File: src/rtl/a2bus_cycle_sampler.sv
// Apple II bus cycle sampler.
// Synchronises raw PHI1, tracks bus phase, captures address/RW in PHI1 and
// data in PHI0 at tunable offsets (optionally 3-tap majority voted), measures
// each bus cycle length, flags stretched cycles and reports bus sleep.
//
// Ports:
//   clk_logic_i      logic clock
//   reset_i          asynchronous reset, active-high
//   a2_phi1_i        raw PHI1 from the bus (asynchronous)
//   a2_a_i           bus address
//   a2_d_i           bus data
//   a2_rw_n_i        bus R/W (0 = write)
//   addr_o, rw_n_o   latched address / R/W
//   data_o           latched data
//   addr_strobe_o    one-clock pulse when addr_o/rw_n_o update
//   data_strobe_o    one-clock pulse at the data sample point
//   vote_error_o     pulses with data_strobe_o when the three votes disagreed
//   cycle_len_o      clocks in the last complete bus cycle (saturates at 127)
//   extended_cycle_o one-clock pulse when the last cycle was stretched
//   sleep_o          bus clock stalled (phase counter saturated)
module a2bus_cycle_sampler #(
  parameter int unsigned ADDR_WIDTH            = 16,
  parameter int unsigned DATA_WIDTH            = 8,
  parameter int unsigned CLOCK_SPEED_HZ        = 54_000_000,
  parameter int unsigned APPLE_HZ              = 14_318_181,
  parameter int unsigned CYCLE_COUNT           = CLOCK_SPEED_HZ * 14 / APPLE_HZ,
  parameter int unsigned APPLE_14M_CYCLE_COUNT = CLOCK_SPEED_HZ / APPLE_HZ,
  parameter int unsigned ADDR_COUNT            = 18,
  parameter int unsigned DATA_COUNT            = 15,
  parameter int unsigned DATA_VOTES            = 1,
  parameter int unsigned CAPTURE_READS         = 0,
  parameter int unsigned SYNC_STAGES           = 2
) (
  input  logic                  clk_logic_i,
  input  logic                  reset_i,
  input  logic                  a2_phi1_i,
  input  logic [ADDR_WIDTH-1:0] a2_a_i,
  input  logic [DATA_WIDTH-1:0] a2_d_i,
  input  logic                  a2_rw_n_i,
  output logic [ADDR_WIDTH-1:0] addr_o,
  output logic                  rw_n_o,
  output logic [DATA_WIDTH-1:0] data_o,
  output logic                  addr_strobe_o,
  output logic                  data_strobe_o,
  output logic                  vote_error_o,
  output logic [6:0]            cycle_len_o,
  output logic                  extended_cycle_o,
  output logic                  sleep_o
);

  localparam logic [5:0] CNT_MAX  = 6'd63;
  localparam logic [5:0] ADDR_CNT = 6'(ADDR_COUNT);
  localparam logic [5:0] DATA_CNT = 6'(DATA_COUNT);
  localparam logic [5:0] TAP0_CNT = 6'(DATA_COUNT - 2);
  localparam logic [5:0] TAP1_CNT = 6'(DATA_COUNT - 1);
  localparam logic [6:0] TMR_MAX  = 7'd127;
  localparam logic [6:0] EXT_LEN  = 7'(CYCLE_COUNT + APPLE_14M_CYCLE_COUNT);

  typedef enum logic [1:0] {
    IDLE = 2'd0,
    PHI1 = 2'd1,
    PHI0 = 2'd2
  } state_t;

  logic [SYNC_STAGES-1:0] sync_q;
  logic                   phi1_s;
  logic                   phi1_q;
  logic                   rise;
  logic                   fall;
  logic [5:0]             cnt_q;
  state_t                 state_q;
  state_t                 state_d;
  logic                   cap_addr;
  logic                   cap_data;
  logic                   data_we;
  logic                   addr_valid_q;
  logic [DATA_WIDTH-1:0]  data_sel;
  logic                   disagree;
  logic [6:0]             timer_q;
  logic                   timer_valid_q;
  logic [6:0]             len_c;

  // PHI1 synchroniser and edge detect
  assign phi1_s = sync_q[SYNC_STAGES-1];
  assign rise   = phi1_s & ~phi1_q;
  assign fall   = ~phi1_s & phi1_q;

  always_ff @(posedge clk_logic_i or posedge reset_i) begin
    if (reset_i) begin
      sync_q <= '0;
      phi1_q <= 1'b0;
    end else begin
      sync_q <= {sync_q[SYNC_STAGES-2:0], a2_phi1_i};
      phi1_q <= phi1_s;
    end
  end

  // Phase counter: restarts on each edge, saturates to signal sleep
  always_ff @(posedge clk_logic_i or posedge reset_i) begin
    if (reset_i) begin
      cnt_q <= CNT_MAX;
    end else if (rise || fall) begin
      cnt_q <= 6'd0;
    end else if (cnt_q != CNT_MAX) begin
      cnt_q <= cnt_q + 6'd1;
    end
  end

  assign sleep_o = (cnt_q == CNT_MAX);

  // Cycle-state register
  always_ff @(posedge clk_logic_i or posedge reset_i) begin
    if (reset_i) begin
      state_q <= IDLE;
    end else begin
      state_q <= state_d;
    end
  end

  // Next state and capture decodes; a rise beats counter saturation
  always_comb begin
    state_d  = state_q;
    cap_addr = 1'b0;
    cap_data = 1'b0;
    if (rise) begin
      state_d = PHI1;
    end else if (cnt_q == CNT_MAX) begin
      state_d = IDLE;
    end else begin
      case (state_q)
        PHI1:    if (fall) state_d = PHI0;
        default: state_d = state_q;
      endcase
    end
    if (state_q == PHI1 && cnt_q == ADDR_CNT) begin
      cap_addr = 1'b1;
    end
    if (state_q == PHI0 && addr_valid_q && cnt_q == DATA_CNT) begin
      cap_data = 1'b1;
    end
  end

  // Data selection: single sample or bitwise majority of three taps
  generate
    if (DATA_VOTES == 3) begin : g_vote
      logic [DATA_WIDTH-1:0] tap0_q;
      logic [DATA_WIDTH-1:0] tap1_q;

      always_ff @(posedge clk_logic_i or posedge reset_i) begin
        if (reset_i) begin
          tap0_q <= '0;
          tap1_q <= '0;
        end else begin
          if (state_q == PHI0 && cnt_q == TAP0_CNT) tap0_q <= a2_d_i;
          if (state_q == PHI0 && cnt_q == TAP1_CNT) tap1_q <= a2_d_i;
        end
      end

      assign data_sel = (tap0_q & tap1_q) | (tap0_q & a2_d_i) | (tap1_q & a2_d_i);
      assign disagree = |((tap0_q ^ tap1_q) | (tap1_q ^ a2_d_i));
    end else begin : g_single
      assign data_sel = a2_d_i;
      assign disagree = 1'b0;
    end
  endgenerate

  // Reads only overwrite data_o when read capture is enabled
  assign data_we = cap_data && (!rw_n_o || (CAPTURE_READS != 0));

  // Address / data capture registers
  always_ff @(posedge clk_logic_i or posedge reset_i) begin
    if (reset_i) begin
      addr_o        <= '0;
      rw_n_o        <= 1'b1;
      addr_strobe_o <= 1'b0;
      addr_valid_q  <= 1'b0;
      data_o        <= '0;
      data_strobe_o <= 1'b0;
      vote_error_o  <= 1'b0;
    end else begin
      addr_strobe_o <= cap_addr;
      data_strobe_o <= cap_data;
      vote_error_o  <= cap_data & disagree;
      if (cap_addr) begin
        addr_o <= a2_a_i;
        rw_n_o <= a2_rw_n_i;
      end
      if (rise) begin
        addr_valid_q <= 1'b0;
      end else if (cap_addr) begin
        addr_valid_q <= 1'b1;
      end
      if (data_we) begin
        data_o <= data_sel;
      end
    end
  end

  // Length including the rise clock itself
  assign len_c = (timer_q == TMR_MAX) ? TMR_MAX : timer_q + 7'd1;

  // Cycle timer: measured rise to rise, invalid after reset or sleep
  always_ff @(posedge clk_logic_i or posedge reset_i) begin
    if (reset_i) begin
      timer_q          <= '0;
      timer_valid_q    <= 1'b0;
      cycle_len_o      <= '0;
      extended_cycle_o <= 1'b0;
    end else begin
      extended_cycle_o <= 1'b0;
      if (rise) begin
        timer_q       <= '0;
        timer_valid_q <= 1'b1;
        if (timer_valid_q) begin
          cycle_len_o      <= len_c;
          extended_cycle_o <= (len_c >= EXT_LEN);
        end
      end else begin
        timer_q <= len_c;
        if (cnt_q == CNT_MAX) begin
          timer_valid_q <= 1'b0;
        end
      end
    end
  end

endmodule

File: config.mk
export PLATFORM = sky130hd
export DESIGN_NAME = a2bus_cycle_sampler
export DESIGN_NICKNAME = d
export VERILOG_FILES = /design/src/rtl/a2bus_cycle_sampler.sv
export SDC_FILE = /design/constraint.sdc
export NUM_CORES = 1
export LEC_CHECK = 0
export BUFFER_PORTS_ARGS = -buffer_cell sky130_fd_sc_hd__buf_2
export CORE_MARGIN = 2
export CORE_UTILIZATION = 46
export CTS_CLUSTER_DIAMETER = 50
export DETAILED_ROUTE_END_ITERATION = 8
export PLACE_DENSITY = 0.75
export SETUP_SLACK_MARGIN = 0.15
export SLEW_MARGIN = 5
export SYNTH_ARGS = -nofsm -noshare
export SYNTH_HDL_FRONTEND = slang
export SYNTH_SLANG_ARGS = --single-unit
export TNS_END_PERCENT = 1
File: constraint.sdc
create_clock -name clk_logic_i -period 1.76 [get_ports clk_logic_i]
set_input_delay 0.264 -clock clk_logic_i [delete_from_list [all_inputs] [get_ports clk_logic_i]]
set_output_delay 0.264 -clock clk_logic_i [all_outputs]
set_load 0.02 [all_outputs]
==> impl_metrics.env, run 1 <==
export IMPL_first_iter_violations=65
export IMPL_syn_area_um2=2277
export IMPL_failed_checks="setup timing"
export IMPL_grt_max_degree=56
export IMPL_start_util_pct=47.89
export IMPL_synth_top_family_by_area="multiplexers"
export IMPL_cp_required_ps=1950
export IMPL_io_buffers=63
export IMPL_synth_simple_gate_area_share_pct=12.25
export IMPL_p_leak_nw=1.594
export IMPL_power_density_nw_per_um2=852.8
export IMPL_htree_levels=2
export IMPL_hold_viol=0
export IMPL_clk_latency_ps=310
export IMPL_clk_path_buf_depth=2
export IMPL_worstSetupStartpointType="flip-flop"
export IMPL_drt_wl_total_um=4281
export IMPL_ys_ff_latch=55
export IMPL_synth_compound_area_share_pct=7.473
export IMPL_die_h_um=74.36
export IMPL_antennaDiodeCount=0
export IMPL_synth_common_cells="dfrtp_1, mux2_2, nand2_1, nor2_1, o21ai_0"
export IMPL_synthMuxAreaShare_pct=13.68
export IMPL_fp_dieArea_um2=5529
export IMPL_path_clk_slew_ps=90
export IMPL_area_delta_synth_final_pct=33.46
export IMPL_r2r_end="addr_o[6]"
export IMPL_drc=0
export IMPL_async_reset_ff_share_pct=100.0
export IMPL_synth_cells=174
export IMPL_r2r_worst_path_cells=6
export IMPL_crit_path_max_fanout=9
export IMPL_dp_final_hpwl_um=2978
export IMPL_fmaxAchievable_ghz=0.5431
export IMPL_detail_route_antenna_nets=0
export IMPL_rrSetupSlack_ps=-80
export IMPL_ir_worst_vdd_mv=0.4666
export IMPL_root_buffer="clkbuf_8"
export IMPL_first_pass_iters=2
export IMPL_crit_type="reg2reg"
export IMPL_endpoint="addr_o[6]"
export IMPL_place_inst=311
export IMPL_maxCapViolCount=0
export IMPL_synth_nets=207
export IMPL_n_fill_cell=370
export IMPL_yosysMostFrequentCell="dfrtp_1"
export IMPL_grt_pass1_wl_um=7010
export IMPL_core_um2=4755
export IMPL_yosysTopAreaCell="dfrtp_1"
export IMPL_power_mw=2.592
export IMPL_synth_top_area_share_pct=52.75
export IMPL_synth_xor_xnor_area_share_pct=0.3846
export IMPL_boundaryPins=65
export IMPL_dieWidth_um=74.36
export IMPL_slew_violations=0
export IMPL_crit_path_start="cnt_q[1]"
export IMPL_wl_per_cell_um=13.13
export IMPL_finalNonFillerCells=326
export IMPL_ys_seq_area_share_pct=60.82
export IMPL_clkSinkCount=55
export IMPL_hp_class="in2reg"
export IMPL_synthTopCellsByArea="dfrtp_1, mux2_2, dfstp_2"
export IMPL_grt_pass1_vias=1545
export IMPL_synth_edf_count=0
export IMPL_setup_viol=18
export IMPL_numCtsBuffers=5
export IMPL_rows=25
export IMPL_period_needed_ps=1841
export IMPL_via_per_inst=4.917
export IMPL_crit_path_end_kind="flip-flop"
export IMPL_ys_warn_count=0
export IMPL_cts_tree="built"
export IMPL_grt_antenna_before_repair=0
export IMPL_avgSynthCellArea_um2=13.09
export IMPL_synth_distinct_cells=37
export IMPL_grt_remaining_overflow=0
export IMPL_status="finished with violations"
export IMPL_r2r_start="cnt_q[1]"
export IMPL_finClkSkew_ps=8.860
export IMPL_synth_adder_area_share_pct=2.747
export IMPL_cp_arrival_ps=2040
export IMPL_grt_total_usage_pct=16.67
export IMPL_grt_setup_unrepaired="true"
export IMPL_setup_slack_ps=-81.41
export IMPL_synth_ff_type="dfrtp_1"
export IMPL_globalplace_congestion=0.8169
export IMPL_drive_above_1_share_pct=53.28
export IMPL_fin_setup_tns_ps=-892.0
export IMPL_finalNetCount=291
export IMPL_post_route_period_util_pct=104.6
export IMPL_vias=1603
export IMPL_fin_hold_ws_ps=65.48
## placed cells by master, fill, tap and decap left out, types with 2 or more instances in the layout
cell type and count:
a31o_2 2, and3_4 2, buf_4 11, nand4_1 2, mux2_2 9, and4_1 2, o211a_1 2, nand3_1 3
clkbuf_8 7, inv_1 4, a21o_1 2, or2_2 2, a31oi_1 4, buf_6 6, buf_12 2, nor3b_1 2
o21ai_0 8, and2_1 2, a21oi_1 3, buf_2 62, nand2_1 13, nor3_1 2, dfrtp_1 48, dfstp_2 7
ha_1 3, mux2_4 16, and3_1 2, nor2_1 10
## state kept, by name (all words and copies together) (netlist names), 2 cells and up
name	cells
addr_o	16
cnt_q	6
cycle_len_o	7
data_o	8
state_q	2
sync_q	2
timer_q	7
## stage by stage
stage / cell area, µm² / setup WS, ps / utilization, %
floorplan: 2277 / -112.8 / -
global placement: 2758 / 27.69 / 58.00
detailed placement: 2758 / -11.80 / 58.00
CTS: 3003 / -89.91 / 63.16
global route: 3039 / -182.9 / 63.92
finish: 3039 / -81.41 / 63.92
## critical path, cell delays in order (launching register included)
cell      delay (ps)
dfstp_2          560
buf_4            120
ha_1             150
nand4b_2         130
nor4_4           250
buf_6            190
mux2_2           340
## layer usage
| layer | vias up | wire length (µm) | GRT usage [%] |
|---|---|---|---|
| met4 | 0 | 71 | 7.143 |
| met5 | - | 0 | 0 |
| met2 | 44 | 2094 | 26.75 |
| li1 | 775 | - | - |
| met3 | 8 | 215 | 4.336 |
| met1 | 776 | 1901 | 21.48 |
## worst min path at each step
stage	startpoint	to	slack [ps]	cells past startpoint
after floorplan	a2_phi1_i	sync_q[0]	300	0
after global placement	reset_i	data_o[6]	340	3
after detailed placement	reset_i	data_o[3]	340	3
after CTS	a2_phi1_i	sync_q[0]	60	1
after global routing	a2_phi1_i	sync_q[0]	60	1
final	a2_phi1_i	sync_q[0]	70	1
## kinds of logic (layout without fill, tap and decap cells)
logic type,Yosys count,after routing
simple gates,50,50
xor+xnor,1,1
flops,55,55
mux,25,25
fa+ha+maj,5,5
compound gates,26,26
buf+inv,11,96
other cells,1,1
## timing repair
item | in CTS | in global routing
hold buffers | 1 | 0
pin swaps | 1 | 3
endpoints found under the hold margin | 10 | 0
gates resized for setup | 22 | 9
buffers inserted | 6 | 0
setup endpoints to repair | 31 | 32
## cell type report
type | count | area, µm² | area share, %
multi-input cells | 108 | 934.6 | 30.75
flip-flops and latches | 55 | 1385 | 45.57
repair buffers | 82 | 510.5 | 16.80
inverters | 6 | 25.02 | 0.8234
well taps | 67 | 83.83 | 2.758
clock buffers | 8 | 100.1 | 3.294
## where the power goes
group	total, mW	switching [mW]	internal [mW]
Sequential	1.44	0.0816	1.36
Combinational	0.396	0.214	0.182
Clock	0.756	0.396	0.360
Total	2.59	0.691	1.90
Power figures use the tool's default switching activity.
==> run 2: changes to the inputs <==
- CORE_MARGIN: 2 -> unset
==> run 2 against run 1 <==
Compared with the run above:
- clock power up 14%
- power increased by 4.6%
- register-to-register slack about the same
- routed wire length rose by 6.6%
- flip-flop and latch count is the same
- first-iteration DRC count increased by 29%
- utilization is 0.26 points higher
- the run still ends with setup timing left
- global-route usage up 1.7 points
==> impl_metrics.env, run 2 (same netlist as run 1, synthesis figures left out) <==
export IMPL_numCtsBuffers=5
export IMPL_top_register="addr_o"
export IMPL_fp_dieArea_um2=5236
export IMPL_root_buffer="clkbuf_8"
export IMPL_final_cell_mix="buf_2, dfrtp_1, mux2_4, nand2_1, buf_4"
export IMPL_fin_setup_tns_ps=-909.1
export IMPL_clk_path_buf_depth=2
export IMPL_r2r_end="addr_o[14]"
export IMPL_final_common_cell="buf_2"
export IMPL_first_iter_violations=84
export IMPL_globalplace_congestion=0.7881
export IMPL_largest_reg_flops=16
export IMPL_whs_endpoint="sync_q[0]"
export IMPL_grt_antenna_before_repair=0
export IMPL_drc=0
export IMPL_pre_cts_ws_ps=21.52
export IMPL_crit_type="reg2out"
export IMPL_setup_viol=17
export IMPL_via_per_inst=4.954
export IMPL_timing_hold_worst_start="a2_phi1_i"
export IMPL_slew_violations=0
export IMPL_grt_setup_unrepaired="true"
export IMPL_grt_max_degree=56
export IMPL_finClkSkew_ps=7.939
export IMPL_power_density_nw_per_um2=888.6
export IMPL_core_um2=4755
export IMPL_detail_route_antenna_nets=0
export IMPL_vias=1610
export IMPL_drt_wl_total_um=4562
export IMPL_largestRegisters="addr_o: 16 flops, data_o: 8 flops"
export IMPL_crit_path_end_kind="output pin"
export IMPL_rows=25
export IMPL_hp_class="in2reg"
export IMPL_setup_slack_ps=-82.44
export IMPL_post_route_period_util_pct=104.7
export IMPL_status="finished with violations"
export IMPL_crit_path_max_fanout=2
export IMPL_io_buffers=63
export IMPL_htree_levels=2
export IMPL_clk_latency_ps=310
export IMPL_cts_tree="built"
export IMPL_hold_viol=0
export IMPL_start_util_pct=47.89
export IMPL_p_leak_nw=1.620
export IMPL_cp_required_ps=1500
export IMPL_die_h_um=72.36
export IMPL_r2r_worst_path_cells=6
export IMPL_period_needed_ps=1842
export IMPL_cpLargestDelayFamily="flip-flops"
export IMPL_maxCapViolCount=0
export IMPL_area_delta_synth_final_pct=34.01
export IMPL_antennaDiodeCount=0
export IMPL_cp_arrival_ps=1580
export IMPL_grt_pass1_vias=1613
export IMPL_boundaryPins=65
export IMPL_wl_per_cell_um=14.04
export IMPL_r2r_start="cnt_q[1]"
export IMPL_path_clk_slew_ps=90
export IMPL_fmaxAchievable_ghz=0.5428
export IMPL_crit_slowest_cell="dfstp_2"
export IMPL_dieWidth_um=72.36
export IMPL_grt_total_usage_pct=18.36
export IMPL_slowest_delay_ps=550
export IMPL_rrSetupSlack_ps=-80
export IMPL_grt_pass1_wl_um=7327
export IMPL_grt_remaining_overflow=0
export IMPL_drive_above_1_share_pct=54.26
export IMPL_cp_cell_sequence="ha_2, and3_4, buf_6, nand3_4, inv_4, buf_6"
export IMPL_ir_worst_vdd_mv=0.5231
export IMPL_first_pass_iters=4
export IMPL_crit_path_frequent_cell="buf_6"
export IMPL_dp_final_hpwl_um=2910
export IMPL_min_path_cells=1
export IMPL_clkSinkCount=55
export IMPL_finalNetCount=290
export IMPL_failed_checks="setup timing"
export IMPL_crit_buf_inv=3
export IMPL_worstSetupStartpointType="flip-flop"
-- run 2: worst max-delay path by stage --
| stage | slack [ps] | cells past startpoint | end | startpoint |
|---|---|---|---|---|
| floorplan | -110 | 5 | addr_o[0] | cnt_q[1] |
| global placement | 50 | 5 | addr_o[11] | cnt_q[1] |
| detailed placement | 20 | 5 | addr_o[14] | cnt_q[1] |
| CTS | -80 | 6 | sleep_o | cnt_q[1] |
| global route | -140 | 6 | sleep_o | cnt_q[1] |
| finish | -80 | 6 | sleep_o | cnt_q[1] |
-- run 2: per-layer routing --
| metal | wire length, µm | global-route usage, % | vias up |
|---|---|---|---|
| met5 | 0 | 0 | - |
| met4 | 78 | 7.625 | 0 |
| met3 | 194 | 4.028 | 10 |
| met2 | 2263 | 29.91 | 51 |
| met1 | 2026 | 23.84 | 777 |
| li1 | - | - | 772 |
-- run 2: repair_timing --
action / CTS / global route
hold buffers: 1 / 0
gates resized for setup: 21 / 8
hold endpoints to repair: 14 / 0
setup buffers: 5 / 0
pin swaps: 2 / 4
setup endpoints to repair: 28 / 31
-- run 2: cell type report --
type / instances / area [µm²]
clock buffers: 6 / 82.58
inverters: 6 / 25.02
multi-input cells: 108 / 935.9
well taps: 67 / 83.83
repair buffers: 81 / 504.2
clock inverters: 2 / 35.03
fillers: 374 / 1703
flip-flops and latches: 55 / 1385
-- run 2: stage by stage --
step / utilization [%] / hold WS [ps] / total power, mW / std cells / area [µm²]
2_1_floorplan: - / 295.4 / 1.677 / 174 / 2277
3_3_place_gp: 58.26 / 332.4 / 1.817 / 311 / 2770
3_5_place_dp: 58.26 / 339.0 / 1.827 / 311 / 2770
4_1_cts: 63.39 / 49.18 / 2.700 / 325 / 3014
5_1_grt: 64.18 / 47.16 / 2.841 / 325 / 3052
6_report: 64.18 / 61.15 / 2.712 / 325 / 3052
-- run 2: power breakdown --
part	switching (mW)	leakage, nW	total [mW]	internal (mW)
clock network	0.399	0.0612	0.860	0.461
logic	0.228	0.843	0.415	0.187
registers	0.0778	0.716	1.44	1.36
==> run 3: changes to the inputs <==
- CELL_PAD_IN_SITES_DETAIL_PLACEMENT: unset -> 1
- CELL_PAD_IN_SITES_GLOBAL_PLACEMENT: unset -> 2
- CORE_UTILIZATION: 46 -> 30
- PLACE_DENSITY: 0.75 -> unset
- PLACE_DENSITY_LB_ADDON: unset -> 0.1
==> run 3 against run 2 <==
Compared with the run above:
- the run still ends with setup timing left
- clock power decreased by 2.8%
- first-iteration DRC count decreased by 35%
- register-to-register slack improved by 60 ps
- utilization decreased by 22 points
- largest power group unchanged
- non-clock buffer count increased by 3
- sequential share of layout area decreased by 0.88 points
- cell count increased by 11%
- worst hold slack got worse by 0.64 ps
- sequential power about the same
- critical path depth unchanged
- flip-flop and latch count unchanged
- critical endpoint is now addr_o[10]
==> impl_metrics.env, run 3 (same netlist as run 1, synthesis figures left out) <==
export IMPL_hp_class="in2reg"
export IMPL_grt_total_usage_pct=13.89
export IMPL_clk_latency_ps=300
export IMPL_fin_util_pct=42.67
export IMPL_top_register="addr_o"
export IMPL_htree_levels=2
export IMPL_cts_tree="built"
export IMPL_largestRegisters="addr_o: 16 flops, data_o: 8 flops"
export IMPL_failed_checks="setup timing"
export IMPL_boundaryPins=65
export IMPL_maxCapViolCount=0
export IMPL_place_inst=347
export IMPL_finalNonFillerCells=360
export IMPL_via_per_inst=4.486
export IMPL_grt_remaining_overflow=0
export IMPL_setup_slack_ps=-24.64
export IMPL_core_um2=7292
export IMPL_power_mw=2.717
export IMPL_start_util_pct=31.23
export IMPL_status="finished with violations"
export IMPL_grt_pass1_wl_um=8259
export IMPL_drt_wl_total_um=5138
export IMPL_drc=0
export IMPL_post_route_period_util_pct=101.4
export IMPL_cp_arrival_ps=1980
export IMPL_numCtsBuffers=5
export IMPL_area_delta_synth_final_pct=36.65
export IMPL_first_pass_iters=3
export IMPL_fin_setup_tns_ps=-120.7
export IMPL_hold_viol=0
export IMPL_period_needed_ps=1785
export IMPL_crit_path_max_fanout=19
export IMPL_grt_pass1_vias=1682
export IMPL_drive_above_1_share_pct=53.26
export IMPL_crit_type="reg2reg"
export IMPL_path_clk_slew_ps=100
export IMPL_largest_reg_flops=16
export IMPL_final_cell_mix="buf_2, dfrtp_1, mux2_4, buf_4, nand2_1"
export IMPL_cp_required_ps=1950
export IMPL_rows=31
export IMPL_worstSetupStartpointType="flip-flop"
export IMPL_antennaDiodeCount=0
export IMPL_slew_violations=0
export IMPL_setup_viol=6
export IMPL_fp_dieArea_um2=7943
export IMPL_grt_max_degree=22
export IMPL_grt_setup_unrepaired="true"
export IMPL_dieWidth_um=89.13
export IMPL_wl_per_cell_um=14.27
export IMPL_dp_final_hpwl_um=3706
export IMPL_root_buffer="clkbuf_8"
export IMPL_die_h_um=89.13
export IMPL_n_fill_cell=820
export IMPL_vias=1615
export IMPL_power_density_nw_per_um2=873.3
export IMPL_grt_antenna_before_repair=0
export IMPL_clk_path_buf_depth=2
export IMPL_crit_path_end_kind="flip-flop"
export IMPL_first_iter_violations=55
export IMPL_final_common_cell="buf_2"
export IMPL_ir_worst_vdd_mv=0.3898
export IMPL_detail_route_antenna_nets=0
export IMPL_p_leak_nw=1.605
export IMPL_fmaxAchievable_ghz=0.5603
export IMPL_clkSinkCount=55
export IMPL_finalNetCount=293
export IMPL_pre_cts_ws_ps=-123.0
export IMPL_finClkSkew_ps=12.95
export IMPL_io_buffers=63
export IMPL_globalplace_congestion=0.7046
## run 3: cell types whose count changed in the layout (fill, tap and decap cells not counted), sizes merged
cell,previous run,this run
buf,80,83
clkinv,1,0
clkinvlp,0,1
## run 3: through the flow
step	hold WS, ps	area, µm²
detailed placement	269.6	2840
global route	46.20	3112
global placement	268.0	2840
floorplan	295.4	2277
CTS	50.32	3019
finish	60.51	3112
## run 3: final cells by class
type / instances / area (µm²) / area share (%)
clock inverter: 2 / 37.54 / 1.206
inverter: 6 / 22.52 / 0.7238
tap: 99 / 123.9 / 3.981
multi-input combinational: 108 / 950.9 / 30.56
timing repair buffer: 84 / 519.2 / 16.69
clock buffer: 6 / 72.57 / 2.332
sequential: 55 / 1385 / 44.51
## run 3: path summary, 6_finish.rpt
kind / start / endpoint / slack (ps) / cells past startpoint
setup / recovery: cnt_q[1] / addr_o[10] / -20 / 6
hold / removal: a2_phi1_i / sync_q[0] / 60 / 1
setup reg to reg: cnt_q[1] / addr_o[10] / -20 / 6
hold reg to reg: sync_q[0] / sync_q[1] / 360 / 0
max in group asynchronous: reset_i / cnt_q[0] / 700 / 4
min in group asynchronous: reset_i / cycle_len_o[4] / 480 / 3
## run 3: timing repair
action / in CTS / in global routing
buffers inserted: 4 / 0
resized for setup: 9 / 21
endpoints found under the setup margin: 30 / 31
pin swaps: 3 / 1
endpoints found under the hold margin: 13 / 0
hold buffers: 1 / 0
## run 3: critical path, stage by stage (launching register included)
cell and delay (ps):
dfstp_2 570, buf_6 110, ha_4 130, nand4b_4 100, nor4_4 200, buf_12 220
mux2_2 340
## run 3: routing by layer
layer,global-route usage (%),share of wire (%),vias up
li1,-,-,777
met1,19.61,50,791
met2,21.03,44,42
met3,3.693,5.5,5
met4,3.896,0.84,0
met5,0,0,-
## run 3: power breakdown
part | switching (mW) | total (mW) | internal [mW]
Clock | 0.410 | 0.836 | 0.425
Combinational | 0.237 | 0.439 | 0.202
Sequential | 0.0843 | 1.44 | 1.36
